`src/rtl/riscv_pkg.sv`:
```
// Shared types for the multi-cycle RISC-V controller: opcodes, ALU
// operations, FSM states, the datapath control bundle and the named
// encodings for PC/operand selects and trap causes.
package riscv_pkg;

  typedef enum logic [6:0] {
    OP_LUI    = 7'b0110111,
    OP_AUIPC  = 7'b0010111,
    OP_JAL    = 7'b1101111,
    OP_JALR   = 7'b1100111,
    OP_BRANCH = 7'b1100011,
    OP_LOAD   = 7'b0000011,
    OP_STORE  = 7'b0100011,
    OP_I_TYPE = 7'b0010011,
    OP_R_TYPE = 7'b0110011
  } opcode_t;

  typedef enum logic [3:0] {
    ALU_ADD  = 4'd0,
    ALU_SUB  = 4'd1,
    ALU_SLL  = 4'd2,
    ALU_SLT  = 4'd3,
    ALU_SLTU = 4'd4,
    ALU_XOR  = 4'd5,
    ALU_SRL  = 4'd6,
    ALU_SRA  = 4'd7,
    ALU_OR   = 4'd8,
    ALU_AND  = 4'd9
  } alu_op_t;

  typedef enum logic [2:0] {
    S_IDLE, S_FETCH, S_DECODE, S_EXECUTE, S_MEM, S_WRITEBACK, S_TRAP
  } mc_state_t;

  localparam logic [1:0] PC_PLUS4   = 2'b00;
  localparam logic [1:0] PC_IMM     = 2'b01;
  localparam logic [1:0] PC_RS1_IMM = 2'b10;

  localparam logic [1:0] OPA_RS1  = 2'b00;
  localparam logic [1:0] OPA_PC   = 2'b01;
  localparam logic [1:0] OPA_ZERO = 2'b10;

  localparam logic [1:0] OPB_RS2  = 2'b00;
  localparam logic [1:0] OPB_IMM  = 2'b01;
  localparam logic [1:0] OPB_FOUR = 2'b10;

  localparam logic [1:0] TRAP_NONE    = 2'b00;
  localparam logic [1:0] TRAP_ILLEGAL = 2'b01;
  localparam logic [1:0] TRAP_TIMEOUT = 2'b10;

  typedef struct packed {
    logic       reg_write;
    logic       mem_write;
    logic       mem_read;
    logic [1:0] next_pc_sel;
    logic [1:0] op_a_sel;
    logic [1:0] op_b_sel;
    alu_op_t    alu_op;
    logic [2:0] mem_size;
  } ctrl_signals_t;

  // alt is instr[30]; callers decide whether it is honoured.
  function automatic alu_op_t alu_from_funct3(input logic [2:0] f3, input logic alt);
    case (f3)
      3'b000:  return alt ? ALU_SUB : ALU_ADD;
      3'b001:  return ALU_SLL;
      3'b010:  return ALU_SLT;
      3'b011:  return ALU_SLTU;
      3'b100:  return ALU_XOR;
      3'b101:  return alt ? ALU_SRA : ALU_SRL;
      3'b110:  return ALU_OR;
      default: return ALU_AND;
    endcase
  endfunction

endpackage

```
`src/rtl/riscv_mc_ctrl_if.sv`:
```
// Instruction/data memory handshake bundle.
//   imem_req/imem_ready : fetch request and fetch-data-valid
//   dmem_req/dmem_we/dmem_ready : data access request, store flag, completion
// master = controller, slave = memory side.
interface riscv_mc_ctrl_if;
  logic imem_req;
  logic imem_ready;
  logic dmem_req;
  logic dmem_we;
  logic dmem_ready;

  modport master (output imem_req, dmem_req, dmem_we, input imem_ready, dmem_ready);
  modport slave  (input imem_req, dmem_req, dmem_we, output imem_ready, dmem_ready);
endinterface

```
`src/rtl/riscv_mc_decode.sv`:
```
// Combinational instruction decoder.
//   instr     : instruction register contents
//   dec       : static datapath controls for this instruction (enables are
//               raw; the controller gates them by state)
//   legal     : opcode known and funct7 valid for funct3
//   is_branch : instruction is a conditional branch
module riscv_mc_decode
  import riscv_pkg::*;
(
  input  logic [31:0]   instr,
  output ctrl_signals_t dec,
  output logic          legal,
  output logic          is_branch
);

  logic [2:0] f3;
  logic [6:0] f7;
  logic       unused_bits;

  assign f3 = instr[14:12];
  assign f7 = instr[31:25];
  assign unused_bits = ^{instr[24:15], instr[11:7]};

  always_comb begin
    dec       = '0;
    dec.alu_op = ALU_ADD;
    legal     = 1'b1;
    is_branch = 1'b0;
    case (instr[6:0])
      OP_R_TYPE: begin
        dec.reg_write = 1'b1;
        dec.op_b_sel  = OPB_RS2;
        dec.alu_op    = alu_from_funct3(f3, instr[30]);
        if (!(f7 == 7'b0000000 ||
              (f7 == 7'b0100000 && (f3 == 3'b000 || f3 == 3'b101))))
          legal = 1'b0;
      end
      OP_I_TYPE: begin
        dec.reg_write = 1'b1;
        dec.op_b_sel  = OPB_IMM;
        // Upper immediate bits are only funct7 for shifts.
        dec.alu_op    = alu_from_funct3(f3, (f3 == 3'b101) && instr[30]);
        if (f3 == 3'b001 && f7 != 7'b0000000)
          legal = 1'b0;
        if (f3 == 3'b101 && !(f7 == 7'b0000000 || f7 == 7'b0100000))
          legal = 1'b0;
      end
      OP_LOAD: begin
        dec.reg_write = 1'b1;
        dec.mem_read  = 1'b1;
        dec.op_b_sel  = OPB_IMM;
        dec.mem_size  = f3;
      end
      OP_STORE: begin
        dec.mem_write = 1'b1;
        dec.op_b_sel  = OPB_IMM;
        dec.mem_size  = f3;
      end
      OP_BRANCH: begin
        is_branch       = 1'b1;
        dec.op_b_sel    = OPB_IMM;
        dec.next_pc_sel = PC_IMM;
      end
      OP_LUI: begin
        dec.reg_write = 1'b1;
        dec.op_a_sel  = OPA_ZERO;
        dec.op_b_sel  = OPB_IMM;
      end
      OP_AUIPC: begin
        dec.reg_write = 1'b1;
        dec.op_a_sel  = OPA_PC;
        dec.op_b_sel  = OPB_IMM;
      end
      OP_JAL: begin
        dec.reg_write   = 1'b1;
        dec.op_a_sel    = OPA_PC;
        dec.op_b_sel    = OPB_FOUR;
        dec.next_pc_sel = PC_IMM;
      end
      OP_JALR: begin
        dec.reg_write   = 1'b1;
        dec.op_a_sel    = OPA_PC;
        dec.op_b_sel    = OPB_FOUR;
        dec.next_pc_sel = PC_RS1_IMM;
      end
      default: legal = 1'b0;
    endcase
  end

endmodule

```
`src/rtl/riscv_mc_ctrl.sv`:
```
// Multi-cycle RISC-V control FSM with memory-wait timeout.
//   clk, rst      : clock, asynchronous active-high reset
//   instr         : instruction register contents (valid from DECODE)
//   branch_taken  : comparator result for the current branch
//   mem           : imem/dmem request/ready handshakes
//   ir_load       : latch instruction register
//   pc_write      : update PC from ctrl.next_pc_sel
//   ctrl          : datapath controls (all zero in IDLE/FETCH/TRAP)
//   retire        : one-cycle pulse per completed instruction
//   halted        : high in TRAP
//   trap_cause    : 00 none, 01 illegal, 10 bus timeout
module riscv_mc_ctrl
  import riscv_pkg::*;
#(
  parameter int unsigned TIMEOUT_CYCLES = 16
) (
  input  logic                   clk,
  input  logic                   rst,
  input  logic [31:0]            instr,
  input  logic                   branch_taken,
  riscv_mc_ctrl_if.master        mem,
  output logic                   ir_load,
  output logic                   pc_write,
  output ctrl_signals_t          ctrl,
  output logic                   retire,
  output logic                   halted,
  output logic [1:0]             trap_cause
);

  localparam int unsigned CW = $clog2(TIMEOUT_CYCLES + 1);

  mc_state_t     state, state_next;
  logic [CW-1:0] wait_cnt;
  logic [1:0]    cause_next;
  logic          waiting;
  logic          timeout;
  ctrl_signals_t dec, ctrl_dp;
  logic          legal, is_branch;

  riscv_mc_decode u_decode (
    .instr     (instr),
    .dec       (dec),
    .legal     (legal),
    .is_branch (is_branch)
  );

  // The counter holds completed wait cycles, so the cycle that would make
  // it reach TIMEOUT_CYCLES traps unless ready is seen in that same cycle.
  assign timeout = (wait_cnt == CW'(TIMEOUT_CYCLES - 1));

  always_ff @(posedge clk or posedge rst) begin
    if (rst) begin
      state      <= S_IDLE;
      wait_cnt   <= '0;
      trap_cause <= TRAP_NONE;
    end else begin
      state      <= state_next;
      trap_cause <= cause_next;
      if (state_next != state)
        wait_cnt <= '0;
      else if (waiting)
        wait_cnt <= wait_cnt + CW'(1);
    end
  end

  always_comb begin
    ctrl_dp           = dec;
    ctrl_dp.reg_write = 1'b0;
    ctrl_dp.mem_write = 1'b0;
    ctrl_dp.mem_read  = 1'b0;
    if (is_branch)
      ctrl_dp.next_pc_sel = branch_taken ? PC_IMM : PC_PLUS4;
  end

  always_comb begin
    state_next   = state;
    cause_next   = trap_cause;
    waiting      = 1'b0;
    ir_load      = 1'b0;
    pc_write     = 1'b0;
    retire       = 1'b0;
    halted       = 1'b0;
    ctrl         = '0;
    mem.imem_req = 1'b0;
    mem.dmem_req = 1'b0;
    mem.dmem_we  = 1'b0;
    case (state)
      S_IDLE: state_next = S_FETCH;
      S_FETCH: begin
        mem.imem_req = 1'b1;
        if (mem.imem_ready) begin
          ir_load    = 1'b1;
          state_next = S_DECODE;
        end else begin
          waiting = 1'b1;
          if (timeout) begin
            state_next = S_TRAP;
            cause_next = TRAP_TIMEOUT;
          end
        end
      end
      S_DECODE: begin
        ctrl = ctrl_dp;
        if (!legal) begin
          state_next = S_TRAP;
          cause_next = TRAP_ILLEGAL;
        end else begin
          state_next = S_EXECUTE;
        end
      end
      S_EXECUTE: begin
        ctrl = ctrl_dp;
        if (dec.mem_read || dec.mem_write) begin
          state_next = S_MEM;
        end else if (is_branch) begin
          pc_write   = 1'b1;
          retire     = 1'b1;
          state_next = S_FETCH;
        end else begin
          state_next = S_WRITEBACK;
        end
      end
      S_MEM: begin
        ctrl           = ctrl_dp;
        ctrl.mem_read  = dec.mem_read;
        ctrl.mem_write = dec.mem_write;
        mem.dmem_req   = 1'b1;
        mem.dmem_we    = dec.mem_write;
        if (mem.dmem_ready) begin
          if (dec.mem_write) begin
            pc_write   = 1'b1;
            retire     = 1'b1;
            state_next = S_FETCH;
          end else begin
            state_next = S_WRITEBACK;
          end
        end else begin
          waiting = 1'b1;
          if (timeout) begin
            state_next = S_TRAP;
            cause_next = TRAP_TIMEOUT;
          end
        end
      end
      S_WRITEBACK: begin
        ctrl           = ctrl_dp;
        ctrl.reg_write = 1'b1;
        pc_write       = 1'b1;
        retire         = 1'b1;
        state_next     = S_FETCH;
      end
      S_TRAP:  halted = 1'b1;
      default: state_next = S_IDLE;
    endcase
  end

endmodule

```
`src/flat_wrapper.sv`:
```
// flat-port wrapper written by rule: the top's interface ports become plain ports
module riscv_mc_ctrl_flat import riscv_pkg::*;
#(
  parameter int unsigned TIMEOUT_CYCLES = 16
)
  (clk, rst, instr, branch_taken, ir_load, pc_write, ctrl, retire, halted, trap_cause, mem_imem_req, mem_dmem_req, mem_dmem_we, mem_imem_ready, mem_dmem_ready);
  riscv_mc_ctrl_if mem_i ();
  input  logic clk;
  input  logic rst;
  input  logic [31:0] instr;
  input  logic branch_taken;
  output logic ir_load;
  output logic pc_write;
  output ctrl_signals_t ctrl;
  output logic retire;
  output logic halted;
  output logic [1:0] trap_cause;
  output wire logic [$bits(mem_i.imem_req)-1:0] mem_imem_req;
  output wire logic [$bits(mem_i.dmem_req)-1:0] mem_dmem_req;
  output wire logic [$bits(mem_i.dmem_we)-1:0] mem_dmem_we;
  input wire logic [$bits(mem_i.imem_ready)-1:0] mem_imem_ready;
  input wire logic [$bits(mem_i.dmem_ready)-1:0] mem_dmem_ready;
  assign mem_imem_req = mem_i.imem_req;
  assign mem_dmem_req = mem_i.dmem_req;
  assign mem_dmem_we = mem_i.dmem_we;
  assign mem_i.imem_ready = mem_imem_ready;
  assign mem_i.dmem_ready = mem_dmem_ready;
  riscv_mc_ctrl #(.TIMEOUT_CYCLES(TIMEOUT_CYCLES)) u_core (.clk(clk), .rst(rst), .instr(instr), .branch_taken(branch_taken), .mem(mem_i), .ir_load(ir_load), .pc_write(pc_write), .ctrl(ctrl), .retire(retire), .halted(halted), .trap_cause(trap_cause));
endmodule
```
`config.mk`:
```
export PLATFORM = sky130hd
export DESIGN_NAME = riscv_mc_ctrl_flat
export DESIGN_NICKNAME = d
export VERILOG_FILES = /design/src/rtl/riscv_pkg.sv /design/src/rtl/riscv_mc_ctrl_if.sv /design/src/rtl/riscv_mc_decode.sv /design/src/rtl/riscv_mc_ctrl.sv /design/src/flat_wrapper.sv
export SDC_FILE = /design/constraint.sdc
export NUM_CORES = 1
export LEC_CHECK = 0
export BUFFER_PORTS_ARGS = -buffer_cell sky130_fd_sc_hd__buf_2
export CORE_MARGIN = 2
export CORE_UTILIZATION = 43
export CTS_CLUSTER_SIZE = 30
export DETAILED_ROUTE_END_ITERATION = 10
export PLACE_DENSITY = 0.78
export SETUP_SLACK_MARGIN = 0.5
export SYNTH_ARGS = -nofsm -noshare
export SYNTH_HDL_FRONTEND = slang
export SYNTH_SLANG_ARGS = --single-unit
```
`constraint.sdc`:
```
create_clock -name clk -period 2.3 [get_ports clk]
set_input_delay 0.115 -clock clk [delete_from_list [all_inputs] [get_ports clk]]
set_output_delay 0.115 -clock clk [all_outputs]
set_load 0.01 [all_outputs]
```
== After elaboration in Yosys (flattened, before gate mapping) ==
Index checks and enable logic that the tools add are counted.
Word-level totals
  input bits: 37
  register bits: 10
  logic and storage cells: 105
  output and inout bits: 25
Operators by class
  muxes and demuxes: 50
  eq/ne operators: 27
  reductions and logical operators: 24
  add/sub/neg operators: 1
Operators with widths (count)
  4-bit case mux with 7 select lines: 2
  16-bit case mux with 3 select lines: 1
  7-bit by 6-bit == test with 1-bit output, second input constant: 4
  3-bit 2-to-1 mux: 8
  1-bit 2-to-1 mux: 23
  7-bit == test, second input constant: 3
  3-bit == test, second input constant: 6
  3-bit case mux with 6 select lines: 1
  7-bit by 5-bit == test with 1-bit output, second input constant: 2
  3-bit by 2-bit == test with 1-bit output, second input constant: 4
  2-bit case mux with 2 select lines: 3
  2-bit 2-to-1 mux: 5
  5-bit 2-to-1 mux: 2
  2-bit OR reduction: 5
  4-bit case mux with 2 select lines: 1
  7-bit by 2-bit == test with 1-bit output, second input constant: 1
  7-bit zero test: 1
  7-bit nonzero test: 1
  7-bit OR reduction: 1
  3-bit by 1-bit == test with 1-bit output, second input constant: 2
  3-bit zero test: 2
  2-bit inequality test, second input constant: 3
  1-bit case mux with 3 select lines: 2
  2-bit case mux with 3 select lines: 1
  other kinds (12): 18

== Depth between registers and ports, before layout ==
Gate-level depths: netlist of the first run.
  depth in word-level cells: 10
  mapped depth: 8

== Modules after synthesis ==
Synthesis of the first run repeated with hierarchy kept, for this count alone.
Second synthesis, totals
  cell total of the unflattened synthesis: 160
  area, all modules: 1266.2 um^2
By module, submodules not included
  riscv_mc_ctrl: cells each 101, area an instance 929.6 um^2, times used 1, seq. area each 250.2 um^2
  riscv_mc_decode: cells each 59, area an instance 336.6 um^2, times used 1, seq. area each 0.0 um^2

== Least setup slack after synthesis of the first run ==
Ideal clock, no wire load.
  kind: reg2out
  start: register u_core.state[1]
  end: output ctrl[12] (netlist name)
  data required time: 2.185 ns
  stages on the path, launching flop included: 7
  slack: 0.281 ns
  data arrival time: 1.904 ns
  cells stage by stage: dfrtp_1 > clkbuf_1 > inv_1 > ha_1 > nor2_1 > and3_1 > nor2b_1
RTL lines
  start, declared: RTL line riscv_mc_ctrl.sv:32  | mc_state_t state, state_next;
  start signal, assigned: RTL line riscv_mc_ctrl.sv:57  | state <= state_next;
  end, declared: RTL line flat_wrapper.sv:14  | output ctrl_signals_t ctrl;

== Worst setup path after layout of the first run ==
  start: register u_core.wait_cnt[1]
  end: register u_core.wait_cnt[4]
On the way
  word-level cells in the longest chain between the ends: 6
  elaborated cells between the ends (all ways): 10
  those cells by class: 1 x add/sub; 2 x eq/ne; 6 x mux; 1 x reduce/logical
Ends and longest elaborated chain
  start, declared: RTL line riscv_mc_ctrl.sv:33  | logic [CW-1:0] wait_cnt;
  start signal, assigned: RTL line riscv_mc_ctrl.sv:62  | wait_cnt <= wait_cnt + CW'(1);
  5-bit by 4-bit == test with 1-bit output (*): RTL line riscv_mc_ctrl.sv:49  | assign timeout = (wait_cnt == CW'(TIMEOUT_CYCLES - 1));
  3-bit 2-to-1 mux (*): RTL line riscv_mc_ctrl.sv:96, riscv_mc_ctrl.sv:139
  3-bit 2-to-1 mux, on equally long branches: RTL line riscv_mc_ctrl.sv:129, riscv_mc_ctrl.sv:91
  3-bit case mux with 6 select lines (*): RTL line riscv_mc_ctrl.sv:87  | case (state)
  named net u_core.state_next[1]: RTL line riscv_mc_ctrl.sv:32
  3-bit inequality test (*): RTL line riscv_mc_ctrl.sv:59  | if (state_next != state)
  5-bit 2-to-1 mux / 2-bit nonzero test (equally long branches)
The timed path passes the listed nets; every way through them passes the cells marked *. The select of a mux whose other input is x is not followed.
A chain may end at the register's enable or synchronous reset.

==> impl_metrics.prom, run 1 <==
# TYPE chip_impl_metric gauge
chip_impl_metric{name="crit_fanout",unit=""} 5
chip_impl_metric{name="first_global_vias",unit=""} 1203
chip_impl_metric{name="hold_viol",unit=""} 0
chip_impl_metric{name="async_reset_ff_share",unit="%"} 100
chip_impl_metric{name="layout.nets",unit=""} 249
chip_impl_metric{name="max_cap_viol",unit=""} 0
chip_impl_metric{name="power_density",unit="nW/µm²"} 905
chip_impl_info{name="timing.critical_path.to_type",value="register"} 1
chip_impl_info{name="yosys-top-cells-area",value="dfrtp_1, o21ai_0, nor2_1"} 1
chip_impl_info{name="synthFlopType",value="dfrtp_1"} 1
chip_impl_metric{name="num_vias",unit=""} 1388
chip_impl_metric{name="detail_route.drc_violations",unit=""} 0
chip_impl_metric{name="initial_utilization",unit="%"} 46.5
chip_impl_metric{name="drive_above_1_share",unit="%"} 48.3
chip_impl_info{name="rsz0062_at_grt",value="true"} 1
chip_impl_metric{name="syn_inst",unit=""} 144
chip_impl_metric{name="worst-slew-pin-transition",unit="ps"} 435
chip_impl_metric{name="crit_arrival",unit="ps"} 2110
chip_impl_metric{name="post-place-ws",unit="ps"} 314
chip_impl_info{name="path_cells",value="ha_2, and3_4, ha_4, a21oi_1, o21ai_1, nor2_2, nor3_4, a2111oi_4"} 1
chip_impl_metric{name="critPathMaxStageDelay",unit="ps"} 400
chip_impl_info{name="root_buffer",value="clkbuf_4"} 1
chip_impl_info{name="run_status",value="completed"} 1
chip_impl_metric{name="required",unit="ps"} 2470
chip_impl_info{name="synth.largest_area_cell",value="dfrtp_1"} 1
chip_impl_info{name="worst-setup-path-type",value="reg2reg"} 1
chip_impl_metric{name="report.final.slew_viol_count",unit=""} 0
chip_impl_metric{name="clk_pin_slew",unit="ps"} 70
chip_impl_metric{name="core_area",unit="µm²"} 2280
chip_impl_metric{name="finalSetupViolations",unit=""} 0
chip_impl_info{name="worst_hold_start",value="mem_dmem_ready"} 1
chip_impl_metric{name="grt.overflow.total",unit=""} 0
chip_impl_metric{name="synth.yosys.warnings",unit=""} 0
chip_impl_metric{name="hold-worst-slack",unit="ps"} 262
chip_impl_metric{name="period_needed",unit="ps"} 1940
chip_impl_metric{name="final_cell_count_no_fill",unit=""} 235
chip_impl_metric{name="post_synth_design_cell_area",unit="µm²"} 1060
chip_impl_info{name="critical_path.startpoint",value="u_core.wait_cnt[1]$_DFFE_PP0P_"} 1
chip_impl_metric{name="final_setup_skew",unit="ps"} 3.54
chip_impl_info{name="startpoint_type",value="register"} 1
chip_impl_metric{name="route.detailed.vias_per_inst",unit=""} 5.91
chip_impl_metric{name="tns",unit="ps"} 0
chip_impl_metric{name="firstDrtPassIters",unit=""} 4
chip_impl_metric{name="dp.final_hpwl",unit="µm"} 2400
chip_impl_metric{name="power.static_leakage",unit="nW"} 0.778
chip_impl_info{name="holdCritPathClass",value="in2reg"} 1
chip_impl_metric{name="grt_util_all_layers",unit="%"} 27.1
chip_impl_metric{name="port_buffers",unit=""} 46
chip_impl_metric{name="cts-htree-levels",unit=""} 1
chip_impl_metric{name="fillCellCount",unit=""} 167
chip_impl_metric{name="layout_worst_path_cycle_share",unit="%"} 84.5
chip_impl_metric{name="clk-insertion-delay-late",unit="ps"} 270
chip_impl_metric{name="post_drt_wl_per_cell",unit="µm"} 15.9
chip_impl_metric{name="slew-limit-headroom",unit="%"} 70.7
chip_impl_metric{name="worst_ir_drop_vdd",unit="mV"} 0.640
chip_impl_metric{name="synth_area_per_cell",unit="µm²"} 7.35
chip_impl_metric{name="peak_clock_frequency_supported_by_timing",unit="GHz"} 0.515
chip_impl_metric{name="synth_edf_count",unit=""} 0
chip_impl_metric{name="chipWidth",unit="µm"} 53.6
chip_impl_metric{name="die_area",unit="µm²"} 2870
chip_impl_metric{name="synth_top_area_share",unit="%"} 23.6
chip_impl_info{name="tritoncts",value="done"} 1
chip_impl_metric{name="cts-buffers-inserted",unit=""} 3
chip_impl_metric{name="rows",unit=""} 17
chip_impl_metric{name="ys_types",unit=""} 40
chip_impl_metric{name="max-clock-path-buffers",unit=""} 2
chip_impl_metric{name="post-layout-total-power",unit="mW"} 1.49
chip_impl_metric{name="synth_seq_cells",unit=""} 10
chip_impl_metric{name="setup_slack",unit="ps"} 358
chip_impl_metric{name="multi_input_area",unit="µm²"} 905
chip_impl_metric{name="grt_first_pass_wirelength",unit="µm"} 5690
chip_impl_metric{name="grt_antenna_before_repair",unit=""} 0
chip_impl_info{name="max_stage_delay_cell_worst_path",value="dfrtp_1"} 1
chip_impl_info{name="cpLargestDelayFamily",value="compound AO/OA/AOI/OAI gates"} 1
chip_impl_metric{name="place.gp.congestion",unit=""} 0.877
chip_impl_metric{name="antennaDiodeCount",unit=""} 0
chip_impl_metric{name="synthToLayoutAreaGrowth",unit="%"} 55.9
chip_impl_info{name="r2r_start",value="u_core.wait_cnt[1]$_DFFE_PP0P_"} 1
chip_impl_metric{name="dp_cells",unit=""} 215
chip_impl_metric{name="number_of_nets_still_failing_antenna_checks_after_routing",unit=""} 0
chip_impl_metric{name="cts.sink_count",unit=""} 10
chip_impl_metric{name="synthesis.nets",unit=""} 185
chip_impl_metric{name="register_area",unit="µm²"} 253
chip_impl_metric{name="top_level_ports",unit=""} 62
chip_impl_metric{name="detail_route.wirelength",unit="µm"} 3740
chip_impl_metric{name="synth_seq_area_share",unit="%"} 23.6
chip_impl_metric{name="critPathBufInv",unit=""} 0
chip_impl_metric{name="initialDrtViolationCount",unit=""} 45
chip_impl_metric{name="die_ht",unit="µm"} 53.6
chip_impl_metric{name="largest_net_degree_at_the_start_of_global_routing",unit=""} 11
-- registers in the layout, indices dropped and copies added, names as in the netlist --
register	count
u_core.state	3
u_core.trap_cause	2
u_core.wait_cnt	5
-- kinds of logic (layout without fill, tap and decap cells) --
logic type               after synthesis  after routing  synth area share, %
buffers and inverters                 16             79                 6.15
adder cells (fa/ha/maj)                4              4                 4.73
AO/OA/AOI/OAI                         33             33                 22.2
XOR/XNOR                               3              3                 2.48
AND/OR/NAND/NOR                       77             77                 39.8
multiplexers                           1              1                0.946
flip-flops                            10             10                 23.6
-- report_power, final --
part           switching, mW  leakage, nW  internal (mW)
clock network         0.0667       0.0210         0.0962
logic                  0.578        0.630          0.457
registers             0.0596        0.127          0.235
total                  0.704        0.778          0.789
-- worst reg2reg max path: stages (launching register included) --
cell       delay (ps)
dfrtp_1           400
ha_2              190
and3_4            190
ha_4              170
a21oi_1           200
o21ai_1           140
nor2_2            160
nor3_4             80
a2111oi_4         310
-- metrics by stage --
step	util (%)	instance area (µm²)
CTS	69.0	1570
global route	72.5	1650
global placement	59.5	1360
detailed placement	59.5	1360
finish	72.5	1650
floorplan	-	1100
-- cell usage in the layout, fill, tap and decap left out, types with 3 or more instances in the layout --
master and count:
clkbuf_4 3, inv_1 8, nand3b_1 3, nor2_4 4, buf_4 16, nand2_1 12
dfrtp_1 8, o21ai_0 12, nor3_1 9, and3_1 6, buf_2 45, ha_4 3
nor2_1 11, nor4_1 3, nor2b_1 5
-- routing by layer --
metal	global-route usage [%]	wire length, µm	vias up	part of all wire [%]
met5	0	0	-	0
met4	7.69	48	0	1.3
met3	2.78	287	4	7.7
met2	48.4	1920	79	51
met1	34.4	1490	657	40
li1	-	-	648	-
-- layout make-up --
| type | instances | area share (%) |
|---|---|---|
| multi-input cells | 118 | 54.8 |
| repair buffers | 64 | 22.9 |
| clock buffers | 4 | 2.20 |
| well taps | 28 | 2.12 |
| inverters | 11 | 2.65 |
| flip-flops and latches | 10 | 15.3 |
-- cell usage after synthesis (2+ instances only) --
| master | instances |
|---|---|
| xor2_1 | 2 |
| dfrtp_1 | 10 |
| o21a_1 | 2 |
| o21ai_0 | 13 |
| nand2b_1 | 2 |
| nor4_1 | 3 |
| a211oi_1 | 3 |
| nand2_1 | 14 |
| a22oi_1 | 2 |
| nand3b_1 | 3 |
| nor2_1 | 16 |
| nand3_1 | 4 |
| a21oi_1 | 3 |
| nor3_1 | 11 |
| clkbuf_1 | 3 |
| and2_1 | 2 |
| and3_1 | 8 |
| nor2b_1 | 6 |
| inv_1 | 11 |
| nor3b_1 | 3 |
| ha_1 | 4 |
-- path summary, 6_finish.rpt --
check	slack [ps]	endpoint	depth (start not counted)
hold / removal	260	u_core.state[0]$_DFF_PP0_	3
min in group asynchronous	360	u_core.state[1]$_DFF_PP0_	3
setup / recovery	360	u_core.wait_cnt[4]$_DFFE_PP0P_	8
max in group asynchronous	1640	u_core.state[2]$_DFF_PP0_	3
setup reg to reg	360	u_core.wait_cnt[4]$_DFFE_PP0P_	8
hold reg to reg	510	u_core.trap_cause[0]$_DFFE_PP0P_	1
-- what timing repair did --
action / 4_1_cts / 5_1_grt
setup buffers: 12 / 3
pin swaps: 5 / 4
hold endpoints to repair: 10 / 0
setup endpoints to repair: 19 / 16
hold buffers: 1 / 0
gates resized for setup: 21 / 13
(Power assumes the default switching activity.)
==> inputs of run 2 (changes only) <==
- CORE_UTILIZATION: 43 -> 39
- PLACE_DENSITY: 0.78 -> 0.75
- clock period: 2.3 -> 1.7 ns (I/O delays scaled with it)
==> run 2 against run 1 <==
  * The run now ends with setup timing left
  * Cell count is 15% higher
  * Critical path depth stayed put
  * Wire length is 22% higher
  * Clock power is 38% higher
  * Via count is 8.9% higher
  * Clock-buffer cell count stayed put
  * Sequential power is 43% higher
  * Sequential cell count stayed put
  * Critical path type unchanged
  * Largest power group unchanged
==> impl_metrics.prom, run 2 (synthesis results as in run 1) <==
# TYPE chip_impl_metric gauge
chip_impl_info{name="run_status",value="finished, violations left"} 1
chip_impl_info{name="failed_checks",value="setup timing"} 1
chip_impl_metric{name="largest_net_degree_at_the_start_of_global_routing",unit=""} 11
chip_impl_metric{name="internal_reg_to_reg_setup_slack",unit="ps"} -190
chip_impl_info{name="holdCritPathClass",value="in2reg"} 1
chip_impl_metric{name="clockPowerShare",unit="%"} 8.2
chip_impl_metric{name="number_of_nets_still_failing_antenna_checks_after_routing",unit=""} 0
chip_impl_info{name="cpLargestDelayFamily",value="compound AO/OA/AOI/OAI gates"} 1
chip_impl_metric{name="layout.nets",unit=""} 282
chip_impl_info{name="worst-setup-path-type",value="reg2reg"} 1
chip_impl_metric{name="sw_frac_of_total",unit="%"} 44.3
chip_impl_metric{name="slew-limit-headroom",unit="%"} 58.8
chip_impl_info{name="commonest_cells_after_routing_fill_and_taps_aside",value="buf_4, buf_2, buf_6"} 1
chip_impl_metric{name="dp_cells",unit=""} 242
chip_impl_metric{name="min_path_cells",unit=""} 3
chip_impl_metric{name="cts-buffers-inserted",unit=""} 3
chip_impl_metric{name="antennaDiodeCount",unit=""} 0
chip_impl_metric{name="first_global_vias",unit=""} 1499
chip_impl_info{name="worstReg2RegEnd",value="u_core.wait_cnt[4]$_DFFE_PP0P_"} 1
chip_impl_metric{name="cts.sink_count",unit=""} 10
chip_impl_metric{name="firstDrtPassIters",unit=""} 4
chip_impl_info{name="r2r_start",value="u_core.wait_cnt[1]$_DFFE_PP0P_"} 1
chip_impl_metric{name="hold_viol",unit=""} 0
chip_impl_metric{name="worst_ir_drop_vdd",unit="mV"} 1.00
chip_impl_metric{name="worst-slew-pin-transition",unit="ps"} 613
chip_impl_metric{name="critPathMaxStageDelay",unit="ps"} 390
chip_impl_info{name="mostFrequentLayoutCell",value="buf_4"} 1
chip_impl_metric{name="largest_register_ffs",unit=""} 5
chip_impl_info{name="rsz0062_at_grt",value="true"} 1
chip_impl_metric{name="grt_first_pass_wirelength",unit="µm"} 6920
chip_impl_metric{name="final_area",unit="µm²"} 2200
chip_impl_info{name="tritoncts",value="done"} 1
chip_impl_metric{name="p_comb_share",unit="%"} 76.4
chip_impl_metric{name="post-place-ws",unit="ps"} -234
chip_impl_metric{name="detail_route.wirelength",unit="µm"} 4550
chip_impl_metric{name="crit_fanout",unit=""} 5
chip_impl_metric{name="initialDrtViolationCount",unit=""} 60
chip_impl_info{name="timing.critical_path.to_type",value="register"} 1
chip_impl_info{name="root_buffer",value="clkbuf_4"} 1
chip_impl_metric{name="tns",unit="ps"} -2340
chip_impl_metric{name="clk_pin_slew",unit="ps"} 70
chip_impl_metric{name="port_buffers",unit=""} 46
chip_impl_metric{name="power.static_leakage",unit="nW"} 0.992
chip_impl_info{name="register_with_the_most_flip_flops",value="u_core.wait_cnt"} 1
chip_impl_metric{name="grt.overflow.total",unit=""} 0
chip_impl_info{name="hold_end",value="u_core.state[1]$_DFF_PP0_"} 1
chip_impl_info{name="startpoint_type",value="register"} 1
chip_impl_metric{name="drive_above_1_share",unit="%"} 65.4
chip_impl_metric{name="grt_util_all_layers",unit="%"} 27.2
chip_impl_metric{name="num_vias",unit=""} 1512
chip_impl_info{name="path_cells",value="ha_2, and3_4, ha_4, nand3_2, nand2_2, a311o_1, o221a_4, a2111oi_4"} 1
chip_impl_metric{name="post_drt_wl_per_cell",unit="µm"} 16.9
chip_impl_metric{name="power_density",unit="nW/µm²"} 1250
chip_impl_metric{name="finalSetupViolations",unit=""} 23
chip_impl_metric{name="grt_antenna_before_repair",unit=""} 0
chip_impl_metric{name="die_area",unit="µm²"} 3150
chip_impl_metric{name="top_level_ports",unit=""} 62
chip_impl_metric{name="initial_utilization",unit="%"} 42.0
chip_impl_metric{name="p_switching",unit="mW"} 1.22
chip_impl_metric{name="report.final.slew_viol_count",unit=""} 0
chip_impl_info{name="max_stage_delay_cell_worst_path",value="dfrtp_1"} 1
chip_impl_metric{name="synthToLayoutAreaGrowth",unit="%"} 108
chip_impl_metric{name="max_cap_viol",unit=""} 0
chip_impl_info{name="reg.largest.list",value="u_core.wait_cnt x5, u_core.state x3, u_core.trap_cause x2"} 1
chip_impl_metric{name="die_ht",unit="µm"} 56.1
chip_impl_metric{name="dp.final_hpwl",unit="µm"} 2720
chip_impl_metric{name="layout_worst_path_cycle_share",unit="%"} 111
chip_impl_metric{name="place.gp.congestion",unit=""} 0.900
chip_impl_metric{name="period_needed",unit="ps"} 1890
chip_impl_metric{name="required",unit="ps"} 1880
chip_impl_metric{name="route.detailed.vias_per_inst",unit=""} 5.60
chip_impl_info{name="worst_hold_start",value="mem_imem_ready"} 1
chip_impl_metric{name="post-layout-total-power",unit="mW"} 2.74
chip_impl_metric{name="clk-insertion-delay-late",unit="ps"} 280
chip_impl_metric{name="placedInstanceArea",unit="µm²"} 1620
chip_impl_metric{name="detail_route.drc_violations",unit=""} 0
chip_impl_metric{name="core_area",unit="µm²"} 2520
chip_impl_metric{name="rows",unit=""} 18
chip_impl_metric{name="cts-htree-levels",unit=""} 1
chip_impl_metric{name="cell_internal_pwr",unit="mW"} 1.53
chip_impl_metric{name="max-clock-path-buffers",unit=""} 2
chip_impl_metric{name="seqPwrFrac",unit="%"} 15.4
chip_impl_metric{name="crit_arrival",unit="ps"} 2070
chip_impl_metric{name="final_cell_count_no_fill",unit=""} 270
chip_impl_metric{name="final_setup_skew",unit="ps"} 6.57
chip_impl_metric{name="peak_clock_frequency_supported_by_timing",unit="GHz"} 0.529
chip_impl_metric{name="setup_slack",unit="ps"} -190
chip_impl_metric{name="r2r.worst_path.cells",unit=""} 8
chip_impl_metric{name="critPathBufInv",unit=""} 0
chip_impl_metric{name="chipWidth",unit="µm"} 56.1
run 2: tightest hold or removal path, delay by kind of cell:
family | cells | cell delay [ps]
AO/OA/AOI/OAI | 2 | 160
buffers and inverters | 1 | 140
run 2: cell type report:
cell class / instances / area (µm²)
Clock buffer: 4 / 36.3
Fill cell: 133 / 325
Inverter: 11 / 52.6
Multi-Input combinational cell: 118 / 1050
Sequential cell: 10 / 254
Tap cell: 30 / 37.5
Timing Repair Buffer: 97 / 766
run 2: metrics by stage:
| stage | hold slack [ps] | utilization (%) |
|---|---|---|
| finish | 150 | 87.1 |
| global route | 151 | 87.1 |
| CTS | 130 | 78.5 |
| detailed placement | 86.3 | 64.1 |
| global placement | 69.8 | 64.1 |
| floorplan | -74.9 | - |
run 2: metal layers:
layer	track usage, %	share of wire, %
met3	2.33	5.2
met2	50.9	55
met1	30.7	38
met5	0	0
met4	12.6	1.9
run 2: power by group through the flow:
stage          logic, mW  clock network, mW  registers [mW]
2_1_floorplan      0.868                  0           0.386
6_report            2.09              0.225           0.423
4_1_cts             1.74              0.224           0.411
5_1_grt             2.23              0.236           0.434
3_5_place_dp        1.24                  0           0.445
3_3_place_gp        1.21                  0           0.439
run 2: what timing repair did:
item | in CTS | in global routing
endpoints found under the setup margin | 33 | 33
pin swaps | 13 | 12
hold buffers | 1 | 0
hold endpoints to repair | 10 | 0
gates cloned | 0 | 0
resized for setup | 52 | 28
setup buffers | 14 | 9
run 2: worst max-delay path by stage:
stage / cells past startpoint / endpoint / from
floorplan: 8 / u_core.wait_cnt[4]$_DFFE_PP0P_ / u_core.wait_cnt[0]$_DFFE_PP0P_
global placement: 7 / u_core.wait_cnt[3]$_DFFE_PP0P_ / instr[26]
CTS: 8 / u_core.wait_cnt[4]$_DFFE_PP0P_ / u_core.wait_cnt[1]$_DFFE_PP0P_
finish: 8 / u_core.wait_cnt[4]$_DFFE_PP0P_ / u_core.wait_cnt[1]$_DFFE_PP0P_
detailed placement: 9 / u_core.wait_cnt[4]$_DFFE_PP0P_ / u_core.wait_cnt[1]$_DFFE_PP0P_
global route: 9 / u_core.wait_cnt[4]$_DFFE_PP0P_ / u_core.wait_cnt[1]$_DFFE_PP0P_
